[src/rtl/task_fifo_bank.sv]
// task_fifo_bank
//   Per-level task FIFO bank upstream of the RPU task distributor. One request stream
//   (push/pop scheduling requests) is routed by tree id to a level FIFO; each level FIFO
//   offers a pop/empty/data handshake with data registered one cycle after the pop.
//
// Build option:
//   TASK_FIFO_GUARD_EN  when defined, per-tree occupancy counters drop pops aimed at empty
//                       trees and pushes aimed at full trees (reported on o_drop).
//                       When undefined, every accepted request is written and o_drop is 0.
//
// Ports:
//   i_clk, i_arst_n        clock, asynchronous active-low reset
//   i_task_valid           request valid
//   o_task_ready           target level FIFO not full (combinational)
//   i_task_type            1 = push, 0 = pop
//   i_task_treeId          target tree; level = treeId mod LEVEL
//   i_task_data            push payload (ignored for pops)
//   i_pop_TaskFIFO         per-level dequeue strobe from the distributor
//   o_TaskFIFO_data        per-level registered head entry {type, treeId, data}
//   o_TaskFIFO_empty       per-level empty flag
//   o_drop, o_drop_treeId  one-cycle pulse and tree id of a request discarded by the guard
module task_fifo_bank #(
  parameter int unsigned PTW           = 16,
  parameter int unsigned LEVEL         = 4,
  parameter int unsigned LEVEL_BITS    = $clog2(LEVEL),
  parameter int unsigned TREE_NUM      = 4,
  parameter int unsigned TREE_NUM_BITS = $clog2(TREE_NUM),
  parameter int unsigned DEPTH         = 8,
  parameter int unsigned TREE_CAP      = 64
) (
  input  logic                                    i_clk,
  input  logic                                    i_arst_n,
  input  logic                                    i_task_valid,
  output logic                                    o_task_ready,
  input  logic                                    i_task_type,
  input  logic [TREE_NUM_BITS-1:0]                i_task_treeId,
  input  logic [PTW-1:0]                          i_task_data,
  input  logic [LEVEL-1:0]                        i_pop_TaskFIFO,
  output logic [LEVEL-1:0][PTW+TREE_NUM_BITS:0]   o_TaskFIFO_data,
  output logic [LEVEL-1:0]                        o_TaskFIFO_empty,
  output logic                                    o_drop,
  output logic [TREE_NUM_BITS-1:0]                o_drop_treeId
);

  localparam int unsigned ENTRY_W = PTW + TREE_NUM_BITS + 1;
  localparam int unsigned IDX_W   = $clog2(DEPTH);
  localparam int unsigned PTR_W   = IDX_W + 1;

  // Elaboration-time parameter sanity checks.
  if (TREE_NUM < LEVEL) begin : gBadTreeNum
    $error("TREE_NUM must be >= LEVEL");
  end
  if (TREE_CAP < 1) begin : gBadTreeCap
    $error("TREE_CAP must be >= 1");
  end
  if (DEPTH < 2) begin : gBadDepth
    $error("DEPTH must be >= 2");
  end

  logic [LEVEL_BITS-1:0] tgtLevel;
  logic [LEVEL-1:0]      fullLevel;
  logic                  accept;
  logic                  guardPass;
  logic                  doWrite;
  logic [ENTRY_W-1:0]    wrEntry;

  assign tgtLevel     = i_task_treeId[LEVEL_BITS-1:0];
  // Ready reflects FIFO space only; guard drops still consume the request.
  assign o_task_ready = ~fullLevel[tgtLevel];
  assign accept       = i_task_valid & o_task_ready;
  assign doWrite      = accept & guardPass;
  assign wrEntry      = {i_task_type, i_task_treeId, (i_task_type ? i_task_data : {PTW{1'b0}})};

`ifdef TASK_FIFO_GUARD_EN
  localparam int unsigned CNT_W = $clog2(TREE_CAP + 1);

  logic [TREE_NUM-1:0][CNT_W-1:0] treeCntQ;
  logic [CNT_W-1:0]               curCnt;
  logic                           dropQ;
  logic [TREE_NUM_BITS-1:0]       dropTreeQ;

  assign curCnt    = treeCntQ[i_task_treeId];
  assign guardPass = i_task_type ? (curCnt != CNT_W'(TREE_CAP)) : (curCnt != '0);

  always_ff @(posedge i_clk or negedge i_arst_n) begin
    if (!i_arst_n) begin
      treeCntQ  <= '0;
      dropQ     <= 1'b0;
      dropTreeQ <= '0;
    end else begin
      dropQ <= accept & ~guardPass;
      if (accept) begin
        if (!guardPass) begin
          dropTreeQ <= i_task_treeId;
        end else if (i_task_type) begin
          treeCntQ[i_task_treeId] <= curCnt + CNT_W'(1);
        end else begin
          treeCntQ[i_task_treeId] <= curCnt - CNT_W'(1);
        end
      end
    end
  end

  assign o_drop        = dropQ;
  assign o_drop_treeId = dropTreeQ;
`else
  assign guardPass     = 1'b1;
  assign o_drop        = 1'b0;
  assign o_drop_treeId = '0;
`endif

  for (genvar l = 0; l < LEVEL; l++) begin : gLevel
    logic [PTR_W-1:0]   wrPtrQ;
    logic [PTR_W-1:0]   rdPtrQ;
    logic [ENTRY_W-1:0] memQ [DEPTH];
    logic [ENTRY_W-1:0] dataQ;
    logic               emptyL;
    logic               wrEn;
    logic               rdEn;

    assign emptyL       = (wrPtrQ == rdPtrQ);
    assign fullLevel[l] = (wrPtrQ[IDX_W-1:0] == rdPtrQ[IDX_W-1:0]) &&
                          (wrPtrQ[IDX_W] != rdPtrQ[IDX_W]);
    assign wrEn         = doWrite && (tgtLevel == LEVEL_BITS'(l));
    // A pop against the registered empty flag is ignored, even if a write lands this cycle.
    assign rdEn         = i_pop_TaskFIFO[l] && !emptyL;

    always_ff @(posedge i_clk or negedge i_arst_n) begin
      if (!i_arst_n) begin
        wrPtrQ <= '0;
        rdPtrQ <= '0;
        dataQ  <= '0;
      end else begin
        if (wrEn) begin
          wrPtrQ <= wrPtrQ + PTR_W'(1);
        end
        if (rdEn) begin
          rdPtrQ <= rdPtrQ + PTR_W'(1);
          dataQ  <= memQ[rdPtrQ[IDX_W-1:0]];
        end
      end
    end

    // Storage carries no reset so it can map onto RAM; pointers define validity.
    always_ff @(posedge i_clk) begin
      if (wrEn) begin
        memQ[wrPtrQ[IDX_W-1:0]] <= wrEntry;
      end
    end

    assign o_TaskFIFO_empty[l] = emptyL;
    assign o_TaskFIFO_data[l]  = dataQ;
  end

endmodule

[config.mk]
export PLATFORM = sky130hd
export DESIGN_NAME = task_fifo_bank
export DESIGN_NICKNAME = d
export VERILOG_FILES = /design/src/rtl/task_fifo_bank.sv
export SDC_FILE = /design/constraint.sdc
export NUM_CORES = 1
export LEC_CHECK = 0
export BUFFER_PORTS_ARGS = -buffer_cell sky130_fd_sc_hd__buf_2
export CELL_PAD_IN_SITES_DETAIL_PLACEMENT = 0
export CELL_PAD_IN_SITES_GLOBAL_PLACEMENT = 1
export CORE_MARGIN = 1.5
export CORE_UTILIZATION = 43
export CTS_BUF_LIST = sky130_fd_sc_hd__clkbuf_8
export DETAILED_ROUTE_END_ITERATION = 12
export PLACE_DENSITY = 0.62
export RECOVER_POWER = 25
export SLEW_MARGIN = 20
export SYNTH_ARGS = -nofsm -noshare
export SYNTH_HDL_FRONTEND = slang
export SYNTH_SLANG_ARGS = --single-unit
[constraint.sdc]
create_clock -name i_clk -period 4.1 [get_ports i_clk]
set_input_delay 0.82 -clock i_clk [delete_from_list [all_inputs] [get_ports i_clk]]
set_output_delay 0.82 -clock i_clk [all_outputs]
set_load 0.03 [all_outputs]
==> results.yml <==
die:
  chipWidth_um: 256
  coreArea_mm2: 0.0631
  ios: 110
  initial_utilization_pct: 43.6
  rows: 92
  fp.dieH_um: 256
  die_area_mm2: 0.0655
status:
  violations: "capacitance limit, slew limit"
  status: "finished, violations left"
global_route:
  antenna_found_initial: 2
  grt_max_degree: 85
  track_usage_pct: 18.1
  overflow: 0
  grt_pass1_wl_um: 87000
  grt_pass1_vias: 13700
min_path:
  holdCritPathClass: "flip-flop to flip-flop"
setup_path:
  crit_type: "flip-flop to output pin"
  cp_slowest_stage_delay_ns: 0.58
  cp.arrival_ns: 2.80
  crit_fanout: 9
  worstSetupStartpointType: "flip-flop"
  endpoint_kind: "output pin"
  worstPathRequired_ns: 3.28
  crit_chain: "xor2_2, or4_4, mux4_2, buf_2"
  crit_slowest_cell: "or4_4"
layout:
  area_growth_syn_to_layout_pct: 14.7
  nFillCells: 5240
  final_util_pct: 50.0
  register_area_mm2: 0.0210
  layout.nets: 1603
  multiInputGateArea_mm2: 0.00621
  drive_above_1_share_pct: 31.4
  stdcell_count: 2513
cts:
  insertion_delay_ns: 0.70
  cts_hold_buf: 0
  clock_path_buffers: 3
  cts_buffers: 111
  tritoncts: "built"
  clock_sinks: 716
  clockRootBuffer: "clkbuf_8"
  path_clk_slew_ns: 0.06
  cts_max_level: 3
  cts_resized: 0
  post_cts_buffers: 0
place:
  dp.cells: 2302
  gp_congestion: 0.752
  place_hpwl_um: 32700
  port_buffers: 106
sta:
  holdWs_ns: 0.472
  fin_skew_ns: 0.0297
  final.setup.tns_ns: 0
  finalCritPeriodShare_pct: 88.4
  fmax_mhz: 276
  setup_viol: 0
  slew_viol_final: 493
  worstMarginPinSlew_ns: 2.50
  layout_min_cycle_time_ns: 3.62
  finalHoldViolCount: 0
  relSlewSlack_pct: -66.7
  rsz0062_at_grt: "false"
power_and_ir_drop:
  p_leak_uw: 0.0111
  vdd_drop_max_v: 0.000324
  power_density_mw_per_mm2: 680
detailed_routing:
  drc: 0
  drtIter0Drc: 970
  wl_per_cell_um: 23.1
  drt.antenna.violating_nets: 0
  via_per_inst: 5.21
  vias: 13100
  wirelength_um: 58100
  drtPass1Iterations: 4
yosys:
  syn_avg_cell_area_um2: 20.2
  ys_types: 32
  postSynthCellCount: 1362
  synthesis.area_mm2: 0.0275
  seq_area_frac_synth_pct: 76.2
  yosysWarnings: 0
  synth_seq_cells: 716
  synth-edff-count: 608
  postSynth.asyncResetShare_pct: 15.1
  ys.flop_type: "edfxtp_1"
flow_run:
  cap_violations: 13
-- area by class of cell --
cell class                      instances  share of cell area (%)
Tap cell                              846                    3.36
Antenna cell                            3                  0.0238
Clock inverter                         81                    1.61
Clock buffer                          127                    5.54
Sequential cell                       716                    66.5
Inverter                                8                  0.0952
Multi-Input combinational cell        554                    19.7
Timing Repair Buffer                  178                    3.21
-- layer usage --
| metal | track usage (%) | wire (um) | part of all wire (%) | vias to the layer above |
|---|---|---|---|---|
| met4 | 5.97 | 1190 | 2.0 | 0 |
| met3 | 3.07 | 2700 | 4.6 | 77 |
| met2 | 28.6 | 27600 | 48 | 329 |
| li1 | - | - | - | 5838 |
| met5 | 0 | 0 | 0 | - |
| met1 | 25.6 | 26600 | 46 | 6855 |
-- power breakdown --
part | switching [uW] | internal [uW]
registers | 478 | 8730
logic | 3740 | 2580
clock network | 2730 | 3210
-- cells in the mapped netlist (3+ instances only) --
cell,number,share of area [%]
edfxtp_1,608,66
mux4_2,153,13
dfrtp_1,108,9.8
nand2_1,83,1.1
mux2i_1,76,2.8
o21ai_0,76,1.4
clkbuf_1,45,0.61
nor2_1,28,0.38
buf_2,25,0.46
xnor2_1,22,0.70
xor2_1,20,0.64
and2_1,17,0.39
nand3_1,13,0.24
nor3_1,10,0.18
and3_1,8,0.18
ha_1,8,0.36
inv_1,8,0.11
mux2_2,8,0.33
nand2b_1,8,0.18
buf_1,7,0.096
buf_4,7,0.19
nand4_1,5,0.11
nor4_1,3,0.068
-- critical path: cells and delay by family (launching register included) --
kind,cells,cell delay (ns)
XOR/XNOR,1,0.23
buffers and inverters,1,0.22
flip-flops,1,0.52
multiplexers,1,0.57
AND/OR/NAND/NOR,1,0.58
-- path summary, 6_finish.rpt --
path,endpoint,cells after the start,from,slack [ns]
setup / recovery,o_task_ready,4,gLevel[2].wrPtrQ[1]$_DFFE_PN0P_,0.48
hold / removal,gLevel[1].dataQ[16]$_DFFE_PN0P_,2,gLevel[1].dataQ[16]$_DFFE_PN0P_,0.47
setup reg to reg,gLevel[1].dataQ[17]$_DFFE_PN0P_,4,gLevel[1].rdPtrQ[0]$_DFFE_PN0P_,1.34
hold reg to reg,gLevel[1].dataQ[16]$_DFFE_PN0P_,2,gLevel[1].dataQ[16]$_DFFE_PN0P_,0.47
max in group asynchronous,gLevel[3].rdPtrQ[0]$_DFFE_PN0P_,1,i_arst_n,1.52
min in group asynchronous,gLevel[0].dataQ[4]$_DFFE_PN0P_,1,i_arst_n,0.87
-- placed cells by master (no fill, tap or decap), types with 2 or more instances in the layout --
| master | Yosys | final |
|---|---|---|
| a41o_1 | 2 | 2 |
| and2_0 | 0 | 8 |
| and2_1 | 17 | 9 |
| and3_1 | 8 | 8 |
| buf_2 | 25 | 102 |
| buf_4 | 7 | 57 |
| bufinv_16 | 0 | 6 |
| clkbuf_1 | 45 | 16 |
| clkbuf_2 | 0 | 3 |
| clkbuf_8 | 0 | 127 |
| clkinv_1 | 0 | 20 |
| clkinv_2 | 0 | 24 |
| clkinvlp_4 | 0 | 3 |
| conb_1 | 1 | 3 |
| dfrtp_1 | 108 | 104 |
| dfrtp_2 | 0 | 4 |
| diode_2 | 0 | 3 |
| edfxtp_1 | 608 | 608 |
| ha_1 | 8 | 8 |
| inv_1 | 8 | 35 |
| mux2_2 | 8 | 8 |
| mux2i_1 | 76 | 76 |
| mux4_2 | 153 | 153 |
| nand2_1 | 83 | 83 |
| nand2b_1 | 8 | 8 |
| nand3_1 | 13 | 13 |
| nand3b_1 | 2 | 2 |
| nand4_1 | 5 | 5 |
| nor2_1 | 28 | 11 |
| nor2_2 | 0 | 17 |
| nor2b_1 | 2 | 2 |
| nor3_2 | 0 | 10 |
| nor4_1 | 3 | 2 |
| o21ai_0 | 76 | 76 |
| o41ai_4 | 2 | 2 |
| or4_4 | 2 | 2 |
| xnor2_1 | 22 | 22 |
| xor2_1 | 20 | 20 |
| xor2_2 | 2 | 2 |
-- per-stage QoR --
step | total power, uW | worst slack [ns] | area [um2]
after floorplan | 14000 | 0.432 | 27500
after global placement | 15800 | 1.13 | 29300
after detailed placement | 15800 | 1.08 | 29300
after CTS | 21800 | 0.404 | 31600
after global routing | 22600 | 0.363 | 31500
final | 21500 | 0.477 | 31500
-- cell families after synthesis --
group / Yosys count / synth area share, %
multiplexers: 237 / 15.6
AO/OA/AOI/OAI: 80 / 1.66
adder cells (fa/ha/maj): 8 / 0.364
flip-flops: 716 / 76.2
AND/OR/NAND/NOR: 182 / 3.08
XOR/XNOR: 44 / 1.46
buffers and inverters: 94 / 1.55
other: 1 / 0.0136
-- sequential cells by signal, indices dropped and copies added, names as in the netlist --
signal and cells:
gLevel.memQ 608, gLevel.rdPtrQ 16, gLevel.wrPtrQ 16, gLevel.dataQ 76
(Power assumes the default switching activity.)
